`src/rtl/lcd1602_bus_receiver.sv`:
```
// LCD1602 (HD44780-style) bus receiver: DDRAM shadow, cursor and mode tracking.
// Optional bus read-back is built in when LCD_RX_READ_EN is defined.
module lcd1602_bus_receiver #(
    parameter logic [7:0] CLEAR_CHAR  = 8'h20,
    parameter int         MIN_EN_HIGH = 2
) (
    input  logic       clk,
    input  logic       reset,
    input  logic       rs,
    input  logic       rw,
    input  logic       enable,
    input  logic [7:0] data,
    output logic [7:0] data_out,
    output logic       data_oe,
    input  logic [6:0] ddr_rd_addr,
    output logic [7:0] ddr_rd_data,
    output logic [6:0] cursor_idx,
    output logic       busy,
    output logic       cmd_strobe,
    output logic       disp_on,
    output logic       cursor_on,
    output logic       blink_on,
    output logic       inc_mode,
    output logic       err
);

    typedef enum logic [1:0] {IDLE, EXEC, CLEAR} state_t;

    localparam logic [3:0] MIN_HI = 4'(MIN_EN_HIGH);

    logic       r_rs_m, r_rs_s, r_rw_m, r_rw_s, r_en_m, r_en_s;
    logic [7:0] r_dat_m, r_dat_s;
    logic [3:0] r_hi_cnt;
    state_t     r_state;
    logic [6:0] r_addr;
    logic [6:0] r_fill;
    logic       r_clr, r_inc, r_disp, r_cur, r_blink, r_busy, r_strobe, r_err;
    logic [7:0] r_mem [0:79];
    logic [7:0] r_rd_data;

    logic       w_xfer, w_act, w_wr, w_we;
    logic [6:0] w_cur_idx, w_waddr;
    logic [7:0] w_wdata;

    function automatic logic [6:0] f_idx(input logic [6:0] a);
        return (a < 7'h40) ? a : a - 7'h18;
    endfunction

    // DDRAM addresses skip the 0x28-0x3F and 0x68-0x7F holes
    function automatic logic [6:0] f_step(input logic [6:0] a, input logic up);
        if (up)
            return (a == 7'h27) ? 7'h40 : (a == 7'h67) ? 7'h00 : a + 7'd1;
        else
            return (a == 7'h00) ? 7'h67 : (a == 7'h40) ? 7'h27 : a - 7'd1;
    endfunction

    function automatic logic f_valid(input logic [6:0] a);
        return (a <= 7'h27) || (a >= 7'h40 && a <= 7'h67);
    endfunction

    always_ff @(posedge clk or negedge reset) begin
        if (!reset) begin
            r_rs_m  <= 1'b0;
            r_rs_s  <= 1'b0;
            r_rw_m  <= 1'b0;
            r_rw_s  <= 1'b0;
            r_en_m  <= 1'b0;
            r_en_s  <= 1'b0;
            r_dat_m <= 8'h00;
            r_dat_s <= 8'h00;
            r_hi_cnt <= 4'd0;
        end else begin
            r_rs_m  <= rs;
            r_rs_s  <= r_rs_m;
            r_rw_m  <= rw;
            r_rw_s  <= r_rw_m;
            r_en_m  <= enable;
            r_en_s  <= r_en_m;
            r_dat_m <= data;
            r_dat_s <= r_dat_m;
            if (r_en_s)
                r_hi_cnt <= (r_hi_cnt == 4'hF) ? r_hi_cnt : r_hi_cnt + 4'd1;
            else
                r_hi_cnt <= 4'd0;
        end
    end

    assign w_xfer    = ~r_en_s && (r_hi_cnt >= MIN_HI);
    assign w_cur_idx = f_idx(r_addr);

`ifdef LCD_RX_READ_EN
    // Status reads are answered on the bus and never count as dropped transfers
    assign w_act = w_xfer && !(r_rw_s && !r_rs_s);
`else
    assign w_act = w_xfer && !r_rw_s;
`endif
    assign w_wr = w_act && (r_state == IDLE) && r_rs_s && !r_rw_s;

    always_comb begin
        w_we    = 1'b0;
        w_waddr = r_fill;
        w_wdata = CLEAR_CHAR;
        if (r_state == CLEAR) begin
            w_we = 1'b1;
        end else if (w_wr) begin
            w_we    = 1'b1;
            w_waddr = w_cur_idx;
            w_wdata = r_dat_s;
        end
    end

    always_ff @(posedge clk) begin
        if (w_we)
            r_mem[w_waddr] <= w_wdata;
    end

    always_ff @(posedge clk) begin
        r_rd_data <= (ddr_rd_addr < 7'd80) ? r_mem[ddr_rd_addr] : 8'h00;
    end

    always_ff @(posedge clk or negedge reset) begin
        if (!reset) begin
            r_state  <= IDLE;
            r_addr   <= 7'h00;
            r_fill   <= 7'd0;
            r_clr    <= 1'b0;
            r_inc    <= 1'b1;
            r_disp   <= 1'b0;
            r_cur    <= 1'b0;
            r_blink  <= 1'b0;
            r_busy   <= 1'b0;
            r_strobe <= 1'b0;
            r_err    <= 1'b0;
        end else begin
            r_strobe <= 1'b0;
            unique case (r_state)
                IDLE: begin
                    if (w_act) begin
                        if (r_rs_s) begin
                            r_addr   <= f_step(r_addr, r_inc);
                            r_state  <= EXEC;
                            r_busy   <= 1'b1;
                            r_strobe <= 1'b1;
                        end else begin
                            priority case (1'b1)
                                r_dat_s[7]: begin
                                    if (f_valid(r_dat_s[6:0])) begin
                                        r_addr   <= r_dat_s[6:0];
                                        r_state  <= EXEC;
                                        r_busy   <= 1'b1;
                                        r_strobe <= 1'b1;
                                    end else begin
                                        r_err <= 1'b1;
                                    end
                                end
                                r_dat_s[6]: r_err <= 1'b1;
                                r_dat_s[5]: begin
                                    r_state  <= EXEC;
                                    r_busy   <= 1'b1;
                                    r_strobe <= 1'b1;
                                end
                                r_dat_s[4]: begin
                                    if (!r_dat_s[3])
                                        r_addr <= f_step(r_addr, r_dat_s[2]);
                                    r_state  <= EXEC;
                                    r_busy   <= 1'b1;
                                    r_strobe <= 1'b1;
                                end
                                r_dat_s[3]: begin
                                    r_disp   <= r_dat_s[2];
                                    r_cur    <= r_dat_s[1];
                                    r_blink  <= r_dat_s[0];
                                    r_state  <= EXEC;
                                    r_busy   <= 1'b1;
                                    r_strobe <= 1'b1;
                                end
                                r_dat_s[2]: begin
                                    r_inc    <= r_dat_s[1];
                                    r_state  <= EXEC;
                                    r_busy   <= 1'b1;
                                    r_strobe <= 1'b1;
                                end
                                r_dat_s[1]: begin
                                    r_addr   <= 7'h00;
                                    r_state  <= EXEC;
                                    r_busy   <= 1'b1;
                                    r_strobe <= 1'b1;
                                end
                                r_dat_s[0]: begin
                                    r_addr   <= 7'h00;
                                    r_inc    <= 1'b1;
                                    r_clr    <= 1'b1;
                                    r_fill   <= 7'd0;
                                    r_state  <= EXEC;
                                    r_busy   <= 1'b1;
                                    r_strobe <= 1'b1;
                                end
                                default: ;
                            endcase
                        end
                    end
                end
                EXEC: begin
                    r_state <= r_clr ? CLEAR : IDLE;
                    r_busy  <= r_clr;
                    r_clr   <= 1'b0;
                end
                CLEAR: begin
                    r_fill <= r_fill + 7'd1;
                    if (r_fill == 7'd79) begin
                        r_state <= IDLE;
                        r_busy  <= 1'b0;
                    end
                end
                default: begin
                    r_state <= IDLE;
                    r_busy  <= 1'b0;
                end
            endcase
            if (w_act && r_state != IDLE)
                r_err <= 1'b1;
        end
    end

`ifdef LCD_RX_READ_EN
    logic [7:0] r_dout;

    always_ff @(posedge clk or negedge reset) begin
        if (!reset)
            r_dout <= 8'h00;
        else if (r_en_s && r_rw_s)
            r_dout <= r_rs_s ? r_mem[w_cur_idx] : {r_busy, r_addr};
    end

    assign data_out = r_dout;
    assign data_oe  = r_en_s && r_rw_s;
`else
    assign data_out = 8'h00;
    assign data_oe  = 1'b0;
`endif

    assign ddr_rd_data = r_rd_data;
    assign cursor_idx  = w_cur_idx;
    assign busy        = r_busy;
    assign cmd_strobe  = r_strobe;
    assign disp_on     = r_disp;
    assign cursor_on   = r_cur;
    assign blink_on    = r_blink;
    assign inc_mode    = r_inc;
    assign err         = r_err;

endmodule

```
`config.mk`:
```
export PLATFORM = sky130hd
export DESIGN_NAME = lcd1602_bus_receiver
export DESIGN_NICKNAME = d
export VERILOG_FILES = /design/src/rtl/lcd1602_bus_receiver.sv
export SDC_FILE = /design/constraint.sdc
export NUM_CORES = 1
export LEC_CHECK = 0
export ABC_AREA = 1
export ABC_CLOCK_PERIOD_IN_PS = 4900
export CAP_MARGIN = 20
export CORE_ASPECT_RATIO = 0.6
export CORE_MARGIN = 5
export CORE_UTILIZATION = 50
export DETAILED_ROUTE_END_ITERATION = 16
export GPL_TIMING_DRIVEN = 0
export PLACE_DENSITY = 0.78
export SETUP_SLACK_MARGIN = 0.05
export SLEW_MARGIN = 10
export SYNTH_ARGS = -nofsm -noshare
export SYNTH_HDL_FRONTEND = slang
export SYNTH_SLANG_ARGS = --single-unit
export TNS_END_PERCENT = 100
```
`constraint.sdc`:
```
create_clock -name clk -period 4.9 [get_ports clk]
set_input_delay 0.735 -clock clk [delete_from_list [all_inputs] [get_ports clk]]
set_output_delay 0.735 -clock clk [all_outputs]
set_load 0.005 [all_outputs]
```
==> impl_results.md <==
* Status: completed
* Top-area cell type share of the netlist area at 64.67%
* HPWL Detailed at 59010 um
* # port buffers at 37
* Final hold slack at 71.69 ps
* Worst R2R Start: r_hi_cnt[0]
* Required time worst endpoint at 5160 ps
* Synthesized flop and latch total at 698
* Max-slew headroom at between 10% and 20%
* Cell taking the most area after synthesis: edfxtp_1
* Mapped Area at 29720 um2
* Die area at 64570 um2
* Chip height at 198.8 um
* Initial drt markers at just under 4000
* Buffer count from post-CTS setup fixing at 0
* Routed Antenna Nets at 0
* WL final at 87330 um
* DR WL/cell at 23.63 um
* TritonCTS clock tree: done
* Worst-case clock skew at 29.62 ps
* Leakage at 12.68 nW
* Post-synth cell types at 47
* Router iterations before antenna repair at 8
* Number of global-route vias before repair at 20490
* Crit Path Max Fanout at 10
* Clock sink count at 698
* Slew at the pin closest to its max-slew limit at 1211 ps
* Deepest clock path buffer count at 3
* NumNets Final at 2889
* Cells after Synth at 2737
* Met1 usage at 38.20%
* Sequential cell area fraction in the yosys report at 69.43%
* PwrDens at 390.2 nW/um2
* Synth top area cells: edfxtp_1, nand2_1, nand3_1
* Syn avg cell area at approximately 11 um2
* Final worst slack at between 1000 and 1500 ps
* Share of layout cells above drive strength 1 at 7.481%
* Worst reg-to-reg path cell count at 13
* Worst setup EP type: flop
* Setup CP Type: reg2reg
* Final std cells w/o fill at 3696
* Grt total ovfl at 0
* DRC Markers at 0
* MaxCap Viol Count at 0
* Initial core utilization at 50.32%
* RR Endpoint: r_mem[60][7]
* VDD IR-drop max at 0.3145 mV
* Yosys warns at 0
* Fill cell count at approximately 4800
* Placed Instances at 3579
* Initial antenna violation count at 3
* Worst setup SP type: flop
* Standard-cell rows at slightly below 70
* GR peak layer: met1
* Hold Vio Cnt, Final at 0
* Slew Limit Fails at 0
* Met3 usage at 11.15%
* Register-to-register setup slack at between 1000 and 1500 ps
* Clock slew at reported path FFs at 60 ps
* Global-route wire length before repair at approximately 130000 um
* H-tree Lvls at 2
* Final setup vio count at 0
* FF+latch area at a little over 20000 um2
* Root buf cell: clkbuf_16
* RePlAce Congestion at 1.027
* TritonCTS Buffers at 61
* Area occupied by multi-input gates at 7774 um2
* Post-CTS Resized at 0
* Drt via density at 5.885
* Hold/Removal Path Class: in2async
* Vias at approximately 22000
* Die W at 324.7 um
* Max frequency at 287.4 MHz
* Latest clock arrival within the worst-skew pair at approximately 660 ps
* I/O pins at around 50
* Post-CTS Hold Buffers at 0
* All-Layer GR Usage at a little over a quarter
* Grt met2 use at ~38%
* Synth-to-layout area growth at 12.90%
* Final core occ at between 50% and 60%
* Largest net degree at the start of global routing at 63
* Unrepaired setup endpoints after global routing: no
* Tmin final at 3480 ps
* Arr. time, crit path at 3740 ps
* Crit share post-route at about 70%
* Core Region at 59050 um2
* Pre-CTS WS at between 1000 and 1500 ps
## where the power goes
group / internal [W] / leakage, nW / switching [W]
logic: 0.000459 / 5.25 / 0.00105
registers: 0.00656 / 6.44 / 0.0000877
clock network: 0.00272 / 0.992 / 0.00221
## cell usage in the layout (no fill, tap or decap), types with 6 or more instances in the layout
cell type	n
o21ai_0	108
buf_4	13
nor3_1	7
buf_1	27
ha_1	8
nand4_1	7
nand2_2	10
clkinv_2	14
clkbuf_1	89
buf_16	7
o211ai_1	24
dfxtp_1	8
buf_12	9
nand4_4	9
clkdlybuf4s50_1	36
nor2_1	274
edfxtp_1	640
buf_2	36
nor2_4	11
o221ai_1	10
dfrtp_1	49
clkbuf_8	10
clkbuf_16	63
inv_1	179
a21oi_1	19
clkinv_1	6
conb_1	9
nand2_1	767
nand3_1	407
## worst max-delay path, stage by stage, from the launching register on
cell and delay, ps:
dfrtp_1 400, inv_1 100, ha_1 150, nor2_1 50
nand2_2 100, nand4_4 150, nor2_8 200, inv_4 60
buf_6 180, nand2_4 80, o21ai_4 150, inv_8 150
nand4_4 280, nor2_1 1020
## registers in the layout, indices dropped and copies added, names as in the netlist, 2 cells and up
signal       flops
r_mem          640
r_dat_m          8
r_fill           7
r_dat_s          8
r_addr           7
ddr_rd_data      8
r_hi_cnt         4
r_state          2
## routing by layer
metal	share of wire [%]	routed length, um	up-vias
li1	-	-	9577
met1	39	34230	10320
met2	41	35640	1646
met3	17	14990	207
met4	2.8	2447	2
met5	0.022	19	-
## cells in the mapped netlist, drive strengths merged
master,n
clkbuf,75
nor4,3
clkinv,2
a41oi,1
a211oi,1
o21bai,1
o221ai,10
ha,8
o211ai,24
dfxtp,8
dfstp,1
o41ai,1
nor3,7
xor2,4
edfxtp,640
nor2,289
inv,186
a21oi,19
a22o,2
conb,1
o21ai,115
o22ai,1
nand2,780
nand3,407
a31oi,3
buf,77
nand4,16
dfrtp,49
a22oi,2
or2,2
xnor2,2
## layout make-up
| type | instances | area share [%] |
|---|---|---|
| Sequential cell | 698 | 61.50 |
| Multi-Input combinational cell | 1707 | 23.17 |
| Clock buffer | 87 | 5.266 |
| Tap cell | 781 | 2.913 |
| Timing Repair Buffer | 53 | 2.200 |
| Inverter | 188 | 2.156 |
| Buffer | 152 | 2.021 |
| Clock inverter | 29 | 0.7683 |
| Antenna cell | 1 | 0.007459 |
## kinds of logic after synthesis
kind of cell,Yosys count,share of synthesized area [%]
xor gates and xnor gates,6,0.1768
other,1,0.01262
adders and majority gates,8,0.3369
AOI/OAI and AO/OA,180,3.613
buffers and inverters,340,4.716
DFF,698,69.43
and+or+nand+nor,1504,21.72
## worst max path at each step
stage,endpoint,start,depth (start not counted)
floorplan,r_mem[0][0],r_hi_cnt[0],9
detailed placement,ddr_rd_data[1],ddr_rd_addr[2],9
finish,r_mem[60][7],r_hi_cnt[0],13
global route,r_mem[60][1],r_hi_cnt[0],13
CTS,r_mem[60][1],r_hi_cnt[0],13
global placement,r_mem[68][3],r_hi_cnt[0],9
## through the flow
stage                     setup TNS [ps]  instance area (um2)  power [W]
after global placement           -980330                31090   0.008178
after floorplan                        0                29750   0.007646
after detailed placement               0                31520   0.008217
final                                  0                33550    0.01309
after global routing                   0                33550    0.01349
after CTS                              0                33550    0.01305
No activity file was read; power rests on OpenSTA's default activity.
